[src/rtl/muldiv_unit.sv]
// Iterative RV32M multiply/divide unit for the EX stage.
// Multiply uses one registered product; divide is radix-2 restoring, one quotient bit per cycle.
`timescale 1ns/1ps
module muldiv_unit #(
    parameter int XLEN       = 32,
    parameter int MUL_CYCLES = 1
) (
    input  logic            clk,
    input  logic            rst,
    input  logic            req,
    input  logic [2:0]      op,
    input  logic [XLEN-1:0] rs1,
    input  logic [XLEN-1:0] rs2,
    input  logic            ex_stall,
    input  logic            flush,
    output logic            stall_req,
    output logic [XLEN-1:0] result,
    output logic            result_valid,
    output logic            busy
);

    localparam int CW = $clog2(XLEN);

    typedef enum logic [1:0] {
        S_IDLE = 2'd0,
        S_BUSY = 2'd1,
        S_DONE = 2'd2
    } state_t;

    state_t              state_q, state_d;
    logic [CW-1:0]       cnt_q, cnt_d;
    logic [2:0]          op_q, op_d;
    logic [2*XLEN-1:0]   prod_q, prod_d;
    logic [XLEN-1:0]     rem_q, rem_d;
    logic [XLEN-1:0]     quot_q, quot_d;
    logic [XLEN-1:0]     dvsr_q, dvsr_d;
    logic                neg_quo_q, neg_quo_d;
    logic                neg_rem_q, neg_rem_d;
    logic                special_q, special_d;
    logic [XLEN-1:0]     spec_res_q, spec_res_d;
    logic [XLEN-1:0]     result_q, result_d;

    logic                div_signed_s, a_neg_s, b_neg_s, div_zero_s, ovf_s;
    logic [XLEN-1:0]     a_mag_s, b_mag_s;
    logic                mul_a_sx_s, mul_b_sx_s;
    logic [2*XLEN-1:0]   mul_a_s, mul_b_s, mul_prod_s;
    logic [XLEN:0]       shifted_s, diff_s;
    logic                qbit_s;
    logic [XLEN-1:0]     rem_nx_s, quot_nx_s, quo_fix_s, rem_fix_s, final_s;

    function automatic logic [XLEN-1:0] negate(input logic [XLEN-1:0] v);
        negate = ~v + {{(XLEN-1){1'b0}}, 1'b1};
    endfunction

    // Operand decode at request time: magnitudes, signs and special-case detection.
    always_comb begin
        div_signed_s = ~op[0];
        a_neg_s      = div_signed_s & rs1[XLEN-1];
        b_neg_s      = div_signed_s & rs2[XLEN-1];
        a_mag_s      = a_neg_s ? negate(rs1) : rs1;
        b_mag_s      = b_neg_s ? negate(rs2) : rs2;
        div_zero_s   = (rs2 == {XLEN{1'b0}});
        ovf_s        = div_signed_s & (rs1 == {1'b1, {(XLEN-1){1'b0}}}) & (&rs2);
        // Sign-extended 33-bit operands; the low 2*XLEN bits of the product are exact.
        mul_a_sx_s   = (op[1:0] != 2'b11) & rs1[XLEN-1];
        mul_b_sx_s   = (op[1] == 1'b0) & rs2[XLEN-1];
        mul_a_s      = {{XLEN{mul_a_sx_s}}, rs1};
        mul_b_s      = {{XLEN{mul_b_sx_s}}, rs2};
        mul_prod_s   = mul_a_s * mul_b_s;
    end

    // One restoring shift-subtract step plus the sign-corrected final result.
    always_comb begin
        shifted_s = {rem_q, quot_q[XLEN-1]};
        diff_s    = shifted_s - {1'b0, dvsr_q};
        qbit_s    = ~diff_s[XLEN];
        rem_nx_s  = qbit_s ? diff_s[XLEN-1:0] : shifted_s[XLEN-1:0];
        quot_nx_s = {quot_q[XLEN-2:0], qbit_s};
        quo_fix_s = neg_quo_q ? negate(quot_nx_s) : quot_nx_s;
        rem_fix_s = neg_rem_q ? negate(rem_nx_s) : rem_nx_s;
        if (special_q) begin
            final_s = spec_res_q;
        end else if (op_q[2]) begin
            final_s = op_q[1] ? rem_fix_s : quo_fix_s;
        end else if (op_q[1:0] == 2'b00) begin
            final_s = prod_q[XLEN-1:0];
        end else begin
            final_s = prod_q[2*XLEN-1:XLEN];
        end
    end

    // Next-state and datapath update for the IDLE/BUSY/DONE controller.
    always_comb begin
        state_d    = state_q;
        cnt_d      = cnt_q;
        op_d       = op_q;
        prod_d     = prod_q;
        rem_d      = rem_q;
        quot_d     = quot_q;
        dvsr_d     = dvsr_q;
        neg_quo_d  = neg_quo_q;
        neg_rem_d  = neg_rem_q;
        special_d  = special_q;
        spec_res_d = spec_res_q;
        result_d   = result_q;
        case (state_q)
            S_IDLE: begin
                if (req && !flush) begin
                    state_d    = S_BUSY;
                    op_d       = op;
                    prod_d     = mul_prod_s;
                    rem_d      = {XLEN{1'b0}};
                    quot_d     = a_mag_s;
                    dvsr_d     = b_mag_s;
                    neg_quo_d  = a_neg_s ^ b_neg_s;
                    neg_rem_d  = a_neg_s;
                    special_d  = op[2] & (div_zero_s | ovf_s);
                    if (div_zero_s) begin
                        spec_res_d = op[1] ? rs1 : {XLEN{1'b1}};
                    end else begin
                        spec_res_d = op[1] ? {XLEN{1'b0}} : rs1;
                    end
                    if (!op[2]) begin
                        cnt_d = CW'(MUL_CYCLES - 1);
                    end else if (div_zero_s || ovf_s) begin
                        cnt_d = {CW{1'b0}};
                    end else begin
                        cnt_d = CW'(XLEN - 1);
                    end
                end else begin
                    state_d = S_IDLE;
                end
            end
            S_BUSY: begin
                rem_d  = rem_nx_s;
                quot_d = quot_nx_s;
                if (flush) begin
                    state_d = S_IDLE;
                end else if (cnt_q == {CW{1'b0}}) begin
                    state_d  = S_DONE;
                    result_d = final_s;
                end else begin
                    cnt_d = cnt_q - {{(CW-1){1'b0}}, 1'b1};
                end
            end
            S_DONE: begin
                if (flush || !ex_stall) begin
                    state_d = S_IDLE;
                end else begin
                    state_d = S_DONE;
                end
            end
            default: begin
                state_d = S_IDLE;
            end
        endcase
    end

    // State and datapath registers.
    always_ff @(posedge clk or posedge rst) begin
        if (rst) begin
            state_q    <= S_IDLE;
            cnt_q      <= {CW{1'b0}};
            op_q       <= 3'b000;
            prod_q     <= {(2*XLEN){1'b0}};
            rem_q      <= {XLEN{1'b0}};
            quot_q     <= {XLEN{1'b0}};
            dvsr_q     <= {XLEN{1'b0}};
            neg_quo_q  <= 1'b0;
            neg_rem_q  <= 1'b0;
            special_q  <= 1'b0;
            spec_res_q <= {XLEN{1'b0}};
            result_q   <= {XLEN{1'b0}};
        end else begin
            state_q    <= state_d;
            cnt_q      <= cnt_d;
            op_q       <= op_d;
            prod_q     <= prod_d;
            rem_q      <= rem_d;
            quot_q     <= quot_d;
            dvsr_q     <= dvsr_d;
            neg_quo_q  <= neg_quo_d;
            neg_rem_q  <= neg_rem_d;
            special_q  <= special_d;
            spec_res_q <= spec_res_d;
            result_q   <= result_d;
        end
    end

    // The request cycle itself must stall, so stall_req is combinational.
    assign stall_req    = ((state_q == S_IDLE) & req & ~flush) | (state_q == S_BUSY);
    assign result       = result_q;
    assign result_valid = (state_q == S_DONE);
    assign busy         = (state_q == S_BUSY);

endmodule

[config.mk]
export PLATFORM = sky130hd
export DESIGN_NAME = muldiv_unit
export DESIGN_NICKNAME = d
export VERILOG_FILES = /design/src/rtl/muldiv_unit.sv
export SDC_FILE = /design/constraint.sdc
export NUM_CORES = 2
export LEC_CHECK = 0
export BUFFER_PORTS_ARGS = -buffer_cell sky130_fd_sc_hd__buf_4
export CAP_MARGIN = 0
export CORE_MARGIN = 8
export CORE_UTILIZATION = 35
export CTS_CLUSTER_SIZE = 10
export DETAILED_ROUTE_END_ITERATION = 8
export MAX_ROUTING_LAYER = met4
export PLACE_DENSITY = 0.5
export SYNTH_ARGS = -nofsm -noshare
export SYNTH_HDL_FRONTEND = slang
export SYNTH_SLANG_ARGS = --single-unit
[constraint.sdc]
create_clock -name clk -period 8.8 [get_ports clk]
set_input_delay 0.88 -clock clk [delete_from_list [all_inputs] [get_ports clk]]
set_output_delay 0.88 -clock clk [all_outputs]
set_load 0.02 [all_outputs]
# [Yosys cells after proc, flatten, opt, wreduce, memory -nomap -nowiden]
# Cells that the tools add are included.
[word_totals] memories=0 out_inout_bits=35 regBits=237 mem_bits_rw=0 latch_bits=0 rom_bits=0
[op_classes] reduce_logical=15 add_sub_neg=6 bitwise_logic=20 mux=27 magnitude_cmp=0 mul=1 n_div=0 n_eq_ne=8 shifts=0
[op_table] cell="two-way mux 32 bit" count=14
[op_table] cell="adder 32 x 1 -> 32 bit, second input constant" count=4
[op_table] cell="NOT 32 bit" count=4
[op_table] cell="one-hot mux 32 bit (2 select lines)" count=2
[op_table] cell="multiplier 33 x 33 -> 64 bit" count=1
[op_table] cell="subtractor 33 x 32 -> 33 bit" count=1
[op_table] cell="equality test 32 bit, second input constant" count=1
[op_table] cell="logical NOT 32 bit" count=1
[op_table] cell="AND reduction 32 bit" count=1
[op_table] cell="two-way mux 5 bit" count=5
[op_table] cell="one-hot mux 5 bit (2 select lines)" count=1
[op_table] cell="bitwise AND 1 bit" count=9
[op_table] cell="!= test 2 bit, second input constant" count=4
[op_table] cell="two-way mux 2 bit" count=3
[op_table] cell="one-hot mux 2 bit (3 select lines)" count=1
[op_table] cell="logical NOT 5 bit" count=1
[op_table] cell="subtractor 5 x 1 -> 5 bit, second input constant" count=1
[op_table] cell="logical NOT 2 bit" count=2
[op_table] cell="NOT 1 bit" count=4
[op_table] cell="AND reduction 2 bit" count=2
[op_table] cell="AND reduction 4 bit" count=1
[op_table] cell="!= test 3 x 2 -> 1 bit, second input constant" count=1
[op_table] cell="AND reduction 3 bit" count=1
[op_table] cell="equality test 2 x 1 -> 1 bit, second input constant" count=1
[op_table] cell="other kinds (8)" count=11

# [Longest topological paths before layout]
[logic_depth] depth_word=8 ltp_mapped=32 mapped_depth_nobuf=30

# [Least setup slack after synthesis]
# No wires, ideal clock.
[synth_path] path_type="input -> register" from="input op[1]" to="register prod_q[60]" arrival_ns=8.993 n_path_buf=3 slack_ns=-0.262 cell_stages=31 path_cell_list="clkbuf_1 a21boi_0 clkbuf_1 clkbuf_1 nand2_1 fa_1 fa_1 inv_1 fa_1 inv_1 fa_1 inv_1 fa_1 fa_1 fa_1 inv_1 fa_1 inv_1 ha_1 a21oi_1 o21ai_0 a21o_1 a21o_1 a21o_1 a211o_1 a31oi_1 a21oi_1 a21oi_1 o21ai_0 or4_1 nand3_1"
[synth_via] elab_chain_cells=3 word_cells_on_any_way=5 classes_between="mul: 1; eq/ne: 1; bitwise: 3"
[synth_rtl] element="start: declaration" line="11" source="input logic [2:0] op,"
[synth_rtl] element="!= test 2 bit or NOT 1 bit (tied branches)" line="65, 66"
[synth_rtl] element="bitwise AND 1 bit, on equally long branches" line="65, 66"
[synth_rtl] element="multiplier 33 x 33 -> 64 bit *" line="69" source="mul_prod_s = mul_a_s * mul_b_s;"
[synth_rtl] element="end signal: assignment" line="165" source="prod_q <= {(2*XLEN){1'b0}};"
[synth_rtl] element="end signal: assignment" line="178" source="prod_q <= prod_d;"
[synth_rtl] element="end: declaration" line="33" source="logic [2*XLEN-1:0] prod_q, prod_d;"
# Every way passes the cells marked *; elsewhere a longest branch is shown, timed or not.
# A chain may end at the register's enable or synchronous reset.

# [Worst setup path in the final report]
[layout_path] from="input rs2[2]" to="register prod_q[45]"
[layout_via] elab_chain_cells=1
[layout_rtl] element="start: declaration" line="13" source="input logic [XLEN-1:0] rs2,"
[layout_rtl] element="multiplier 33 x 33 -> 64 bit" line="69"
# No other way between the ends.

==> impl_metrics.yaml <==
grt:
  track_usage: 0.226
  grt_antenna_before_repair: 9
  grt_start_max_net_pins: 260
  first_global_vias: 44100
  grt_pass1_wl_um: 278000
  gr-total-overflow: 0
yosys:
  synthesis.area_per_instance_um2: 8.83
  postSynthNetCount: 7497
  ys_warn_count: 0
  synth.largest_area_cell: "fa_1"
  sequential_cell_area_fraction_in_the_yosys_report: 0.111
  post_synthesis_sequential_element_count: 237
  synth-async-reset-ratio: 1.00
  synth_cell_type_count: 87
  synth_edf_count: 0
  synthesis.area_um2: 53400
  area_fraction_of_the_dominant_cell_type_after_synthesis: 0.422
  cell_count_after_synthesis: 6048
  synth_flop_cell: "dfrtp_1"
  yosys-top-cells-area: "fa_1, dfrtp_1, inv_1"
sta:
  grt_setup_unrepaired: "no"
  period_share: 0.954
  slew_violations: 0
  period_needed_ps: 8400
  clock_skew_ps: 19.9
  max_freq_mhz: 119
  total_setup_violations_reported_at_the_end_of_the_flow: 0
  worst_pin_slew_ps: 1090
  final_hold_viol_count: 0
  worst_slew_slack_as_a_fraction_of_its_limit: 0.274
final_layout:
  n_fill_cell: 15600
  area.growth.synth_to_final_pct: 10.7
  final-instance-count-excl-fill: 8203
  drive_gt1_frac: 0.0934
  finalCoreUtilization: 0.389
  layout.cell_area.non_filler_um2: 59100
  fin_nets: 7598
clocking:
  clock-sinks: 237
  path_clk_slew_ps: 60
  numCtsBuffers: 31
  htree_num_levels: 1
  tritoncts_clock_tree: "yes"
  clock_tree.buffer_depth: 3
  cts-root-buf: "clkbuf_16"
  holdBufCountCts: 0
  clk_latency_ps: 610
placement:
  io_buffers: 106
  global_placement_routability_congestion: 0.922
  dp_hpwl_um: 148000
  placedCellCount: 8146
  placed_cell_area_um2: 58100
route:
  vias_per_cell: 5.09
  post_drt_wl_per_cell_um: 22.1
  detail-route-antenna-nets: 0
  initialDrtViolationCount: 3175
  routed_wl_um: 181000
  drc_errors: 0
  first_pass_iters: 8
  route.vias.total: 41800
floorplan:
  core_area_um2: 152000
  ioPinCount: 107
  chipWidth_um: 407
  fp.dieH_um: 407
  rows: 143
  initial_core_util: 0.352
  fp.dieArea_um2: 165000
worst_setup_path:
  r2r_setup_slack_ps: 2120
  timing_worst_setup_path_type: "in -> reg"
  max_stage_delay_ps: 530
  worst-path-max-fanout: 16
  cp_dominant_cell_by_count: "fa_1"
  timing.critical_path.to_type: "register"
  crit-reg2reg-launch: "quot_q[31]"
  worstReg2RegEnd: "result[20]"
  crit_path_start_kind: "primary input"
  timing.critical_path.required_ps: 9230
  crit_arrival_ps: 8830
  worstRegToRegCells: 23
  critPathSlowestCell: "fa_1"
outcome:
  run_status: "complete, no violations"
flow_run:
  maxCapViolCount: 0
worst_hold_path:
  timing.hold.worst.class: "in -> async"
area by class of cell:
cell class | count | area, um^2 | area share
well taps | 2030 | 2540 | 0.0430
clock buffers | 44 | 895 | 0.0151
clock inverters | 6 | 65.1 | 0.00110
repair buffers | 455 | 3570 | 0.0605
diodes | 7 | 17.5 | 0.000296
multi-input cells | 4291 | 41800 | 0.707
flip-flops and latches | 237 | 5930 | 0.100
inverters | 1133 | 4260 | 0.0721
placed cells by master, fill, tap and decap left out, drive strengths merged, types with 13 or more instances in the layout:
cell type,netlist,routed
nor2b,20,20
o31ai,30,30
nand4,23,23
a21o,64,64
nor2,138,138
or2,13,13
a31oi,19,19
fa,1126,1126
dfrtp,237,237
inv,1133,1135
nand2,1036,1036
o21bai,13,13
ha,251,251
nor3,49,49
xnor2,123,123
a211oi,19,19
o211ai,14,14
xor2,85,85
o41ai,16,16
nor4,16,16
and2,359,359
a22oi,36,36
clkbuf,302,44
mux2i,38,38
nand3,36,36
and3,29,29
buf,85,455
o21ai,344,344
mux2,16,16
a21oi,163,163
or3,20,20
nand2b,29,29
synth_stat cells, types with 16 or more instances:
master / n
and2_1: 358
dfrtp_1: 237
nor2_1: 138
o21ai_0: 340
ha_1: 251
buf_1: 74
o31ai_1: 30
clkbuf_1: 302
xor2_1: 85
a21o_1: 64
mux2i_1: 38
or3_1: 19
inv_1: 1133
nand3_1: 36
nand2_1: 1036
a21oi_1: 162
nand4_1: 23
a211oi_1: 18
nor2b_1: 20
a22oi_1: 35
and3_1: 29
a31oi_1: 19
mux2_2: 16
xnor2_1: 123
fa_1: 1126
nand2b_1: 29
nor3_1: 47
worst max-delay path: cells and delay by family:
family,cells,cell delay (ps)
compound gates,9,1650
buf+inv,12,1400
simple gates,3,340
fa+ha+maj,9,4310
xor+xnor,1,180
per-layer routing:
metal  GRT usage  vias up  routed length (um)
met2       0.357     1187               83900
met4      0.0609        0                5980
li1            -    18700                   -
met5           -        -                   0
met1       0.311    21600               80700
met3      0.0263      245               10300
flip-flops by register name (all words and copies together), names as in the netlist:
| register | cells |
|---|---|
| neg_quo_q | 1 |
| result | 32 |
| rem_q | 32 |
| neg_rem_q | 1 |
| state_q | 2 |
| special_q | 1 |
| quot_q | 32 |
| dvsr_q | 32 |
| prod_q | 64 |
| op_q | 3 |
| cnt_q | 5 |
| spec_res_q | 32 |
repair_timing:
action	in CTS	in global routing
resized for setup	0	8
setup endpoints to repair	0	10
setup buffers	0	0
cell families after synthesis:
| family | count (synthesis) | synth area share |
|---|---|---|
| flip-flops | 237 | 0.111 |
| multiplexers | 54 | 0.0105 |
| adder cells (fa/ha/maj) | 1377 | 0.481 |
| AND/OR/NAND/NOR | 1820 | 0.158 |
| buffers and inverters | 1520 | 0.107 |
| XOR/XNOR | 208 | 0.0341 |
| AO/OA/AOI/OAI | 832 | 0.0973 |
worst max path at each step:
stage / from / to
2_1_floorplan: op[1] / prod_q[60]
3_3_place_gp: rs2[3] / prod_q[45]
3_5_place_dp: rs2[3] / prod_q[45]
4_1_cts: rs2[3] / prod_q[45]
5_1_grt: rs1[31] / prod_q[62]
6_report: rs2[2] / prod_q[45]
stage by stage:
step	TNS [ps]	hold slack, ps	setup slack, ps
6_report	0	328	404
3_3_place_gp	-4960	457	-539
5_1_grt	0	404	52.9
3_5_place_dp	-4980	462	-520
4_1_cts	0	367	76.1
2_1_floorplan	0	440	8.71
Power is left out: the tool's default activity adds up to more than one toggle a clock period on the data nets, which glitch-free logic cannot reach.
